### src/rtl/cpu_regs_pkg.sv
// cpu_regs_pkg: register file widths, special register numbers and the write-queue entry type
package cpu_regs_pkg;
    localparam int REG_AW = 4;
    localparam int REG_DW = 32;
    localparam logic [REG_AW-1:0] REG_PC = 4'hF;
    localparam logic [REG_AW-1:0] REG_LR = 4'hE;
    typedef struct packed {
        logic [REG_AW-1:0] rd;
        logic [REG_DW-1:0] data;
    } wbq_entry_t;
endpackage

### src/rtl/wbq_match.sv
// wbq_match: one read-select compare over age-ordered queue entries (index 0 oldest); youngest-data
// forwarding is built only with REG_WBQ_FWD_EN
module wbq_match
    import cpu_regs_pkg::*;
#(
    parameter int DEPTH = 4,
    parameter int AW = REG_AW,
    parameter int DW = REG_DW
) (
    input  logic [DEPTH-1:0]         vld,
    input  logic [DEPTH-1:0][AW-1:0] rd,
    input  logic [DEPTH-1:0][DW-1:0] data,
    input  logic [AW-1:0]            sel,
    output logic                     hit,
    output logic [DW-1:0]            fwd
);
    logic [DEPTH-1:0] m;
    always_comb begin
        for (int k = 0; k < DEPTH; k++)
            m[k] = vld[k] && rd[k] == sel && sel != AW'(REG_PC);
    end
    assign hit = |m;
`ifdef REG_WBQ_FWD_EN
    // later (younger) matches override earlier ones
    always_comb begin
        fwd = '0;
        for (int k = 0; k < DEPTH; k++)
            if (m[k]) fwd = data[k];
    end
`else
    logic unused_data;
    assign unused_data = ^data;
    assign fwd = '0;
`endif
endmodule

### src/rtl/reg_writeback_queue.sv
// reg_writeback_queue: FIFO of register writes drained onto the regfile port, with pending-write hits
// for three read selects; define REG_WBQ_FWD_EN to also return the youngest queued data per select
module reg_writeback_queue
    import cpu_regs_pkg::*;
#(
    parameter int DEPTH = 4,
    parameter int DW = REG_DW,
    parameter int AW = REG_AW
) (
    input  logic                     clock,
    input  logic                     R,
    input  logic                     in_valid,
    output logic                     in_ready,
    input  logic [AW-1:0]            in_rd,
    input  logic [DW-1:0]            in_data,
    input  logic                     wr_hold,
    input  logic                     flush,
    output logic                     Ld,
    output logic [AW-1:0]            decode_input,
    output logic [DW-1:0]            Ds,
    input  logic [AW-1:0]            S1,
    input  logic [AW-1:0]            S2,
    input  logic [AW-1:0]            S3,
    output logic                     hit1,
    output logic                     hit2,
    output logic                     hit3,
    output logic [DW-1:0]            fwd1,
    output logic [DW-1:0]            fwd2,
    output logic [DW-1:0]            fwd3,
    output logic [$clog2(DEPTH):0]   count,
    output logic                     err_r15
);
    localparam int PW = $clog2(DEPTH);
    wbq_entry_t mem [DEPTH];
    logic [PW-1:0] rd_ptr, wr_ptr;
    logic push;
    logic [DEPTH-1:0] age_vld;
    logic [DEPTH-1:0][AW-1:0] age_rd;
    logic [DEPTH-1:0][DW-1:0] age_data;
    logic [2:0][AW-1:0] sel;
    logic [2:0] hit;
    logic [2:0][DW-1:0] fwd;
    assign in_ready = count != (PW+1)'(DEPTH);
    assign Ld = count != '0 && !wr_hold && !flush;
    assign push = in_valid && in_ready && !flush && in_rd != AW'(REG_PC);
    assign decode_input = mem[rd_ptr].rd;
    assign Ds = mem[rd_ptr].data;
    always_ff @(posedge clock or negedge R) begin
        if (!R) begin
            rd_ptr <= '0;
            wr_ptr <= '0;
            count <= '0;
            err_r15 <= 1'b0;
        end else begin
            if (in_valid && in_ready && in_rd == AW'(REG_PC)) err_r15 <= 1'b1;
            if (flush) begin
                rd_ptr <= '0;
                wr_ptr <= '0;
                count <= '0;
            end else begin
                if (push) wr_ptr <= wr_ptr + PW'(1);
                if (Ld) rd_ptr <= rd_ptr + PW'(1);
                count <= count + (PW+1)'(push) - (PW+1)'(Ld);
            end
        end
    end
    always_ff @(posedge clock) begin
        if (push) mem[wr_ptr] <= '{rd: in_rd, data: in_data};
    end
    // entries re-ordered oldest-first so the match logic can resolve age without pointers
    always_comb begin
        for (int k = 0; k < DEPTH; k++) begin
            age_vld[k] = (PW+1)'(k) < count;
            age_rd[k] = mem[rd_ptr + PW'(k)].rd;
            age_data[k] = mem[rd_ptr + PW'(k)].data;
        end
    end
    assign sel = {S3, S2, S1};
    for (genvar g = 0; g < 3; g++) begin : g_match
        wbq_match #(.DEPTH(DEPTH), .AW(AW), .DW(DW)) u_match (
            .vld(age_vld),
            .rd(age_rd),
            .data(age_data),
            .sel(sel[g]),
            .hit(hit[g]),
            .fwd(fwd[g])
        );
    end
    assign {hit3, hit2, hit1} = hit;
    assign fwd1 = fwd[0];
    assign fwd2 = fwd[1];
    assign fwd3 = fwd[2];
endmodule

### config.mk
export PLATFORM = sky130hd
export DESIGN_NAME = reg_writeback_queue
export DESIGN_NICKNAME = d
export VERILOG_FILES = /design/src/rtl/cpu_regs_pkg.sv /design/src/rtl/wbq_match.sv /design/src/rtl/reg_writeback_queue.sv
export SDC_FILE = /design/constraint.sdc
export NUM_CORES = 1
export LEC_CHECK = 0
export ABC_CLOCK_PERIOD_IN_PS = 3100
export CORE_MARGIN = 1.5
export CORE_UTILIZATION = 35
export DETAILED_ROUTE_END_ITERATION = 12
export PLACE_DENSITY = 0.59
export SLEW_MARGIN = 20
export SYNTH_ARGS = -nofsm -noshare
export SYNTH_HDL_FRONTEND = slang
export SYNTH_SLANG_ARGS = --single-unit
export TNS_END_PERCENT = 1
### constraint.sdc
create_clock -name clock -period 3.1 [get_ports clock]
set_input_delay 0.465 -clock clock [delete_from_list [all_inputs] [get_ports clock]]
set_output_delay 0.465 -clock clock [all_outputs]
set_load 0.05 [all_outputs]
==> impl.org, run 1 <==
** Outcome
- Status :: completed

** Cells and area
- Final cell utilization of the core :: 43.54%
- The area growth from synthesis to layout is 22.33%.
- 0 antenna diodes ended up in the layout.
- Total Nets Final :: 629
- Filler cell count in the final layout :: 1885
- Proportion of layout cells with a drive suffix above 1 :: 19.83%

** Pwr
- Leakage :: 0.003099 uW
- Worst vdd rail ir drop :: 470.6 uV
- Sequential cells account for 34.0% of the total power.
- Pwr dens :: 794.9 mW/mm^2
- The analysis attributes to net switching a power of 2597 uW.
- Cell internal power dissipation :: 4655 uW
- Switching power as a share of total power :: 35.81%
- The clock network is responsible for 27.3% of the overall power.
- Combinational cell fraction of total power :: 38.7%

** Critical path
- The critical path contains buffers and inverters numbering 2 combined.
- Worst stage delay on the critical path :: 0.72 ns
- STA classifies the critical path endpoint as a primary output.
- The slowest stage of the critical path belongs to the cell sky130_fd_sc_hd__clkdlybuf4s50_1.
- CP Data Arrival Time :: 2.51 ns
- CP Launch Type :: flop
- Critical path required time :: 2.63 ns
- Critical path cell sequence :: buf_12 > mux4_2 > clkdlybuf4s50_1
- Worst R2R Setup Slack :: 0.66 ns
- Cell type group with the largest total delay on the critical path :: buffers and inverters
- The setup path with the least slack is of type flop to primary output.
- In this run the worst path has a maximum fanout of 25.

** Synthesis
- Number of register bits inferred by synthesis :: 152
- Count of cell types in the netlist :: 36
- Proportion of synthesized flip-flops having asynchronous set or reset :: 5.263%
- Summed over its instances, the top area cell type makes up 57.98% of the synthesized netlist area.
- Top post-synthesis cells by area :: sky130_fd_sc_hd__edfxtp_1 (58%), sky130_fd_sc_hd__mux4_2 (11%), sky130_fd_sc_hd__buf_4 (9.8%)
- Top cells by instance count after synthesis :: sky130_fd_sc_hd__edfxtp_1 (144), sky130_fd_sc_hd__buf_4 (97), sky130_fd_sc_hd__xnor2_1 (37), sky130_fd_sc_hd__mux4_2 (36), sky130_fd_sc_hd__xor2_1 (15)
- Most used standard cell by instance count after synthesis :: sky130_fd_sc_hd__edfxtp_1
- Number of enable flip-flop cells after synthesis :: 144
- The synthesized design spends more area on one cell type than any other, namely sky130_fd_sc_hd__edfxtp_1.
- Area of the mapped netlist :: 0.007458 sq mm
- Sequential share of the synthesized area :: 60.66%
- Top FF cell, synth :: sky130_fd_sc_hd__edfxtp_1
- In this run the mean area of a mapped cell was 16.25 sq um.
- Post-synthesis cell count :: 459
- Syn. warnings :: 0

** Clock tree
- The clock passes through at most 2 buffers.
- Skew-Pair Late Insertion Delay :: 0.42 ns
- Counting every sink on the clock net gives 152.
- CTS H-tree depth :: 4
- The number of clock buffers added by TritonCTS is 17.
- The number of hold buffers added after CTS was 0.
- Clock root buffer master :: sky130_fd_sc_hd__clkbuf_16
- TritonCTS built the clock tree.
- Post-CTS clock slew at the launch and capture registers of the worst setup and hold paths :: 0.06 ns

** Global route
- Total global routing track utilization :: 13.18%
- Entering global routing, the biggest net connects 37 pins.
- The via count of the first global-routing pass was 3797.
- Remaining Overflow, GRT :: 0
- Antenna violations before repair :: 0
- Global-route wire length before repair :: 21460 um

** Detailed routing
- Across all layers, the routed design uses 3815 vias.
- # DRC :: 0
- Before antenna repair, the detailed router went through 4 iterations.
- In the final routed layout, each cell accounts on average for 16.28 um.
- Vias per std cell :: 4.462
- The routed design has 13920 um of wire.
- The first routing iteration left 72 violations.
- The detail route stage leaves a number of antenna-violating nets equal to 0.

** Worst hold path
- The tightest min-delay check is of the primary input to asynchronous set/reset pin type.

** Die
- During I/O placement, the number of pins put on the boundary was 194.
- Std cell rows :: 53
- From left edge to right edge, the die measures 149.0 um.
- Initial cell density of the core :: 35.59%
- The die covers 0.02220 sq mm.
- The core region is 0.02096 sq mm.
- Die extent in y :: 149.0 um

** STA
- WHS :: 0.3230 ns
- For the pin with the worst max-slew slack, the measured transition is 0.5473 ns.
- The count of final hold-check violations came to 0.
- Post-route setup TNS :: 0 ns
- The clock arrives with 0.01006 ns of skew.
- Setup violations remaining at the end of the flow were counted as 0.
- The number of max-slew violations in the final report is 0.
- For this run, the top clock speed supported by timing is 336.5 MHz.
- The worst path needs 2.971 ns of the cycle, external delays included.
- In this run the tightest slew margin relative to its limit is 63.40%.
- Part of the cycle the worst path needs :: 95.85%
- RSZ-0062 raised after global routing :: false

** Placed design
- Routability-driven placement finished with a final weighted congestion of 0.8003.
- Detailed placement finished with a half-perimeter wire length of 9474 um.
- Input and output buffers added on the ports amount to 97.

** Flow run
- Max-cap violations in this run came to 0.
path summary, 6_finish.rpt:
check                      cells after the start   endpoint  startpoint
setup / recovery                               3     Ds[14]   rd_ptr[0]
hold / removal                                 1   count[0]           R
setup reg to reg                              12   count[2]    count[1]
hold reg to reg                                1    err_r15     err_r15
max in group asynchronous                      1  rd_ptr[1]           R
min in group clock                             1    err_r15     err_r15
final cells by class:
cell class	count	area, sq um	share of cell area [%]
Multi-Input combinational cell	273	2427	26.60
Clock buffer	17	425.4	4.663
Sequential cell	152	4532	49.67
Inverter	8	30.03	0.3291
Timing Repair Buffer	115	1214	13.30
Clock inverter	15	151.4	1.659
Tap cell	275	344.1	3.771
layer usage:
layer  part of all wire, %  routed length, um  vias up  track usage (%)
met5                     0                  0        -                0
met4                   2.0                281        0            6.040
met3                   5.4                745       20            2.905
met2                    52               7180      149            22.13
met1                    41               5711     1920            16.26
li1                      -                  -     1726                -
what timing repair did:
item,in CTS,in global routing
pin swaps,0,0
gates resized for setup,2,8
setup buffers,4,2
setup endpoints to repair,5,21
cell usage in the layout, fill, tap and decap left out, drive strengths merged, types with 6 or more instances in the layout:
cell type,instances
buf,21
mux2i,22
clkinv,7
clkbuf,17
inv,11
ha,8
clkdlybuf4s50,93
mux2,6
nor3,8
xnor2,37
dfrtp,8
conb,96
nand4,8
nand3,8
mux4,36
nor2,11
edfxtp,144
xor2,15
power by group through the flow:
stage	registers (uW)	logic (uW)	clock network, uW
after floorplan	2520	2110	0
after global placement	2520	2790	0
after detailed placement	2530	2790	0
after CTS	2480	2820	2030
after global routing	2490	2980	2110
final	2470	2800	1980
flip-flops by register name (all words and copies together), names as in the netlist:
| name | cells |
|---|---|
| err_r15 | 1 |
| count | 3 |
| rd_ptr | 2 |
| wr_ptr | 2 |
| mem | 144 |
kinds of logic (layout without fill, tap and decap cells):
kind of cell	count (synthesis)	in the layout	share of synthesized area, %
DFF	152	152	60.66
buffers and inverters	129	155	12.10
muxes	64	64	15.65
xor gates and xnor gates	52	52	6.106
and+or+nand+nor	44	44	3.037
adders and majority gates	9	9	1.611
AOI/OAI and AO/OA	8	8	0.7886
other	1	96	0.05028
stage by stage:
step           instances  setup WS (ns)  total power [uW]  cell area [sq um]
4_1_cts              853       0.008578              7326               9076
5_1_grt              855       0.001704              7575               9124
3_3_place_gp         817         0.3070              5312               8456
3_5_place_dp         817         0.2069              5319               8456
6_report             855         0.1286              7253               9124
2_1_floorplan        554        0.06361              4639               7820
(Power assumes the default switching activity.)
==> run 2: changes to the inputs <==
--- a/config.mk
+++ b/config.mk
@@ -5,7 +5,7 @@
 export SDC_FILE = /design/constraint.sdc
 export NUM_CORES = 1
 export LEC_CHECK = 0
-export ABC_CLOCK_PERIOD_IN_PS = 3100
+export ABC_CLOCK_PERIOD_IN_PS = 3700
 export CORE_MARGIN = 1.5
 export CORE_UTILIZATION = 35
 export DETAILED_ROUTE_END_ITERATION = 12
==> constraint.sdc (replaced) <==
create_clock -name clock -period 3.7 [get_ports clock]
set_input_delay 0.555 -clock clock [delete_from_list [all_inputs] [get_ports clock]]
set_output_delay 0.555 -clock clock [all_outputs]
set_load 0.05 [all_outputs]
==> run 2 against run 1 <==
Sequential cell count unchanged. Cell area down 1.7%. Clock skew down 0.0020 ns. Highest routed layer unchanged. Die area unchanged. Combinational power down 20%. Register-to-register slack better by 0.61 ns. Largest power group unchanged.
==> impl.org, run 2 (synthesis results as in run 1) <==
** Detailed routing
- Top metal layer carrying routed signals :: met4
- Routed length on met1 :: 5552 um
- Using the TritonRoute via totals, the vias-per-cell ratio works out to 4.483.
- Number of search-and-repair iterations in the first detailed-routing pass :: 4
- After detailed routing, the met3 layer carries 774 um of wire.
- Vias post-DR :: 3788
- Dividing the detail-routed wire length by the instance count gives 16.38 um.
- The first routing iteration left 166 violations.
- For this run, design rule violations remaining after detail routing come to 0.
- Routed wire length :: 13840 um
- Wire length on met2 :: 7298 um
- Antenna Nets Post-Route :: 0

** Die
- Measured along the x axis, the die boundary spans 149.0 um.
- For this configuration, the core starts out at a cell density of 35.59%.
- The floorplan has 53 rows.
- Die extent in y :: 149.0 um
- Die area :: 0.02220 sq mm
- Standard cell core area :: 0.02096 sq mm
- I/O pin count :: 194

** Global route
- The via count of the first global-routing pass is 3808.
- Antenna violations before repair :: 0
- Global-route wire length before repair :: 21110 um
- Entering global routing, the biggest net connects 24 pins.
- Total global routing track utilization :: 12.94%
- Remaining Overflow, GRT :: 0

** Cells and area
- The layout has 1871 filler cells.
- The largest registers in the layout are mem x144, count x3.
- Leaving out fill and tap cells, the most frequent cell in the layout is sky130_fd_sc_hd__edfxtp_1.
- The sequential cells in the finished layout cover a total of 0.004529 sq mm.
- Proportion of layout cells with a drive suffix above 1 :: 16.84%
- Leaving out fill and tap cells, the most frequent cells in the layout are sky130_fd_sc_hd__edfxtp_1 (144), sky130_fd_sc_hd__conb_1 (96), sky130_fd_sc_hd__clkdlybuf4s50_1 (94).
- More flip-flops sit in one register than any other, and that register is mem.
- In the final layout, the multi-input gates occupy 0.002394 sq mm.
- Diode insertion count for antenna repair :: 0
- Area Overhead vs Synth :: 20.21%
- The register with the most flip-flops in the layout has 144 of them.
- Final cell utilization of the core :: 42.79%
- The final layout contains 619 nets.

** STA
- Setup repair after global routing left no endpoint under its margin.
- Peak clock frequency supported by timing :: 302.8 MHz
- For the final routed database, the setup TNS stands at 0 ns.
- Counting I/O delays and the setup requirement, the final critical path takes 3.302 ns.
- For the final database, setup skew stands at 0.008034 ns.
- In the post-route analysis, the smallest setup slack over all paths is 0.3980 ns.
- The number of max-slew violations in the final report was 0.
- Setup violations remaining at the end of the flow were counted as 0.
- Part of the cycle the worst path needs :: 89.24%
- For the pin with the worst max-slew slack, the measured transition is 0.6329 ns.
- In this run the tightest slew margin relative to its limit is 57.81%.
- The count of final hold-check violations was 0.

** Critical path
- Among the stages of the critical path, the cell type that occurs most often is sky130_fd_sc_hd__buf_4.
- Critical path cell sequence :: buf_4 > mux2i_1 > xnor2_1 > nand3_1 > nor3_1 > o31a_1 > buf_4
- Critical path's slowest cell :: sky130_fd_sc_hd__dfrtp_4
- CP Data Arrival Time :: 2.75 ns
- In this run the worst setup path terminates at hit1.
- Worst R2R End :: count[2]
- The worst register-to-register path begins at count[1].
- The worst register-to-register path has a depth of 12.
- STA puts the critical path data required time at 3.14 ns.
- CP Launch Type :: flop
- Start point of the critical path :: rd_ptr[0]
- For this run, the slowest stage of the critical path takes 0.68 ns.
- Kind of capture point of the worst setup path :: primary output
- Worst Setup Path Type :: flop to primary output
- Of all nets on the critical path, the largest fanout is 19.
- Worst R2R Setup Slack :: 1.27 ns

** Placed design
- After legalization and detailed placement, the total HPWL measured 9645 um.
- At the placement stage, the worst setup path has a slack of 0.7621 ns.
- In this run the tool buffered the top-level ports with 97 buffer cells.
- RePlAce Congestion :: 0.9075

** Clock tree
- The clock net in this run drives a total of 152 sinks.
- Post-CTS clock slew at the launch and capture registers of the worst setup and hold paths :: 0.06 ns
- The number of gates resized after CTS was 0.
- Clock root buffer master :: sky130_fd_sc_hd__clkbuf_16
- CTS Hold Buffers Added :: 0
- CTS H-tree depth :: 4
- For the worst-skew pair, the clock arrives at the later sink with an insertion delay of 0.41 ns.
- TritonCTS built the clock tree.
- TritonCTS buffer count :: 17
- Total setup buffers inserted after CTS :: 0
- Worst-case clock buffer depth :: 2

** Flow run
- The tool flagged a number of max-cap violations equal to 0.

** Pwr
- IR analysis of the VDD net gives a maximum drop of 400.2 uV.
- Pwr dens :: 663.6 mW/mm^2
- Leakage :: 0.003033 uW
- Total power for the finished layout comes to 5950 uW.

** Worst hold path
- The min-delay analysis places its worst path in the category primary input to asynchronous set/reset pin.

** Outcome
- Status :: completed
## run 2: final cells by class
class,count,area share (%)
flip-flops and latches,152,50.52
clock inverters,7,0.4466
well taps,275,3.838
inverters,8,0.3349
multi-input cells,273,26.70
clock buffers,25,5.777
repair buffers,105,12.39
## run 2: power by group
part | switching [uW] | total [uW] | internal (uW)
Clock | 620 | 1590 | 969
Sequential | 106 | 2110 | 2000
Combinational | 1390 | 2250 | 860
Total | 2120 | 5950 | 3830
## run 2: how the worst min path moves through the flow
stage                          end  cells past startpoint     from
after global placement     err_r15                      1  err_r15
after floorplan           count[0]                      0        R
after detailed placement   err_r15                      1  err_r15
after CTS                 count[1]                      1        R
final                     count[1]                      1        R
after global routing      count[2]                      1        R
## run 2: per-layer routing
| metal | track usage [%] | vias to the layer above |
|---|---|---|
| li1 | - | 1709 |
| met1 | 15.08 | 1912 |
| met2 | 22.82 | 153 |
| met3 | 3.609 | 14 |
| met4 | 4.505 | 0 |
| met5 | 0 | - |
## run 2: per-stage QoR
stage	cell area [sq um]	hold slack, ns	instances
CTS	8966	0.4117	845
detailed placement	8408	0.5086	813
floorplan	7815	0.2594	554
global route	8966	0.4218	845
global placement	8408	0.5018	813
finish	8966	0.4183	845
## run 2: worst max-delay path, delay by kind of cell (launching register included)
family	cells	cell delay [ns]
DFF	1	0.68
buffers and inverters	2	0.52
muxes	1	0.49
and+or+nand+nor	2	0.28
xor gates and xnor gates	1	0.18
AOI/OAI and AO/OA	1	0.17
==> run 3: changes to the inputs <==
--- a/config.mk
+++ b/config.mk
@@ -10,7 +10,6 @@
 export CORE_UTILIZATION = 35
 export DETAILED_ROUTE_END_ITERATION = 12
 export PLACE_DENSITY = 0.59
-export SLEW_MARGIN = 20
 export SYNTH_ARGS = -nofsm -noshare
 export SYNTH_HDL_FRONTEND = slang
 export SYNTH_SLANG_ARGS = --single-unit
==> results of run 3 <==
The final DEF is identical to that of run 2; final timing and power are the same.
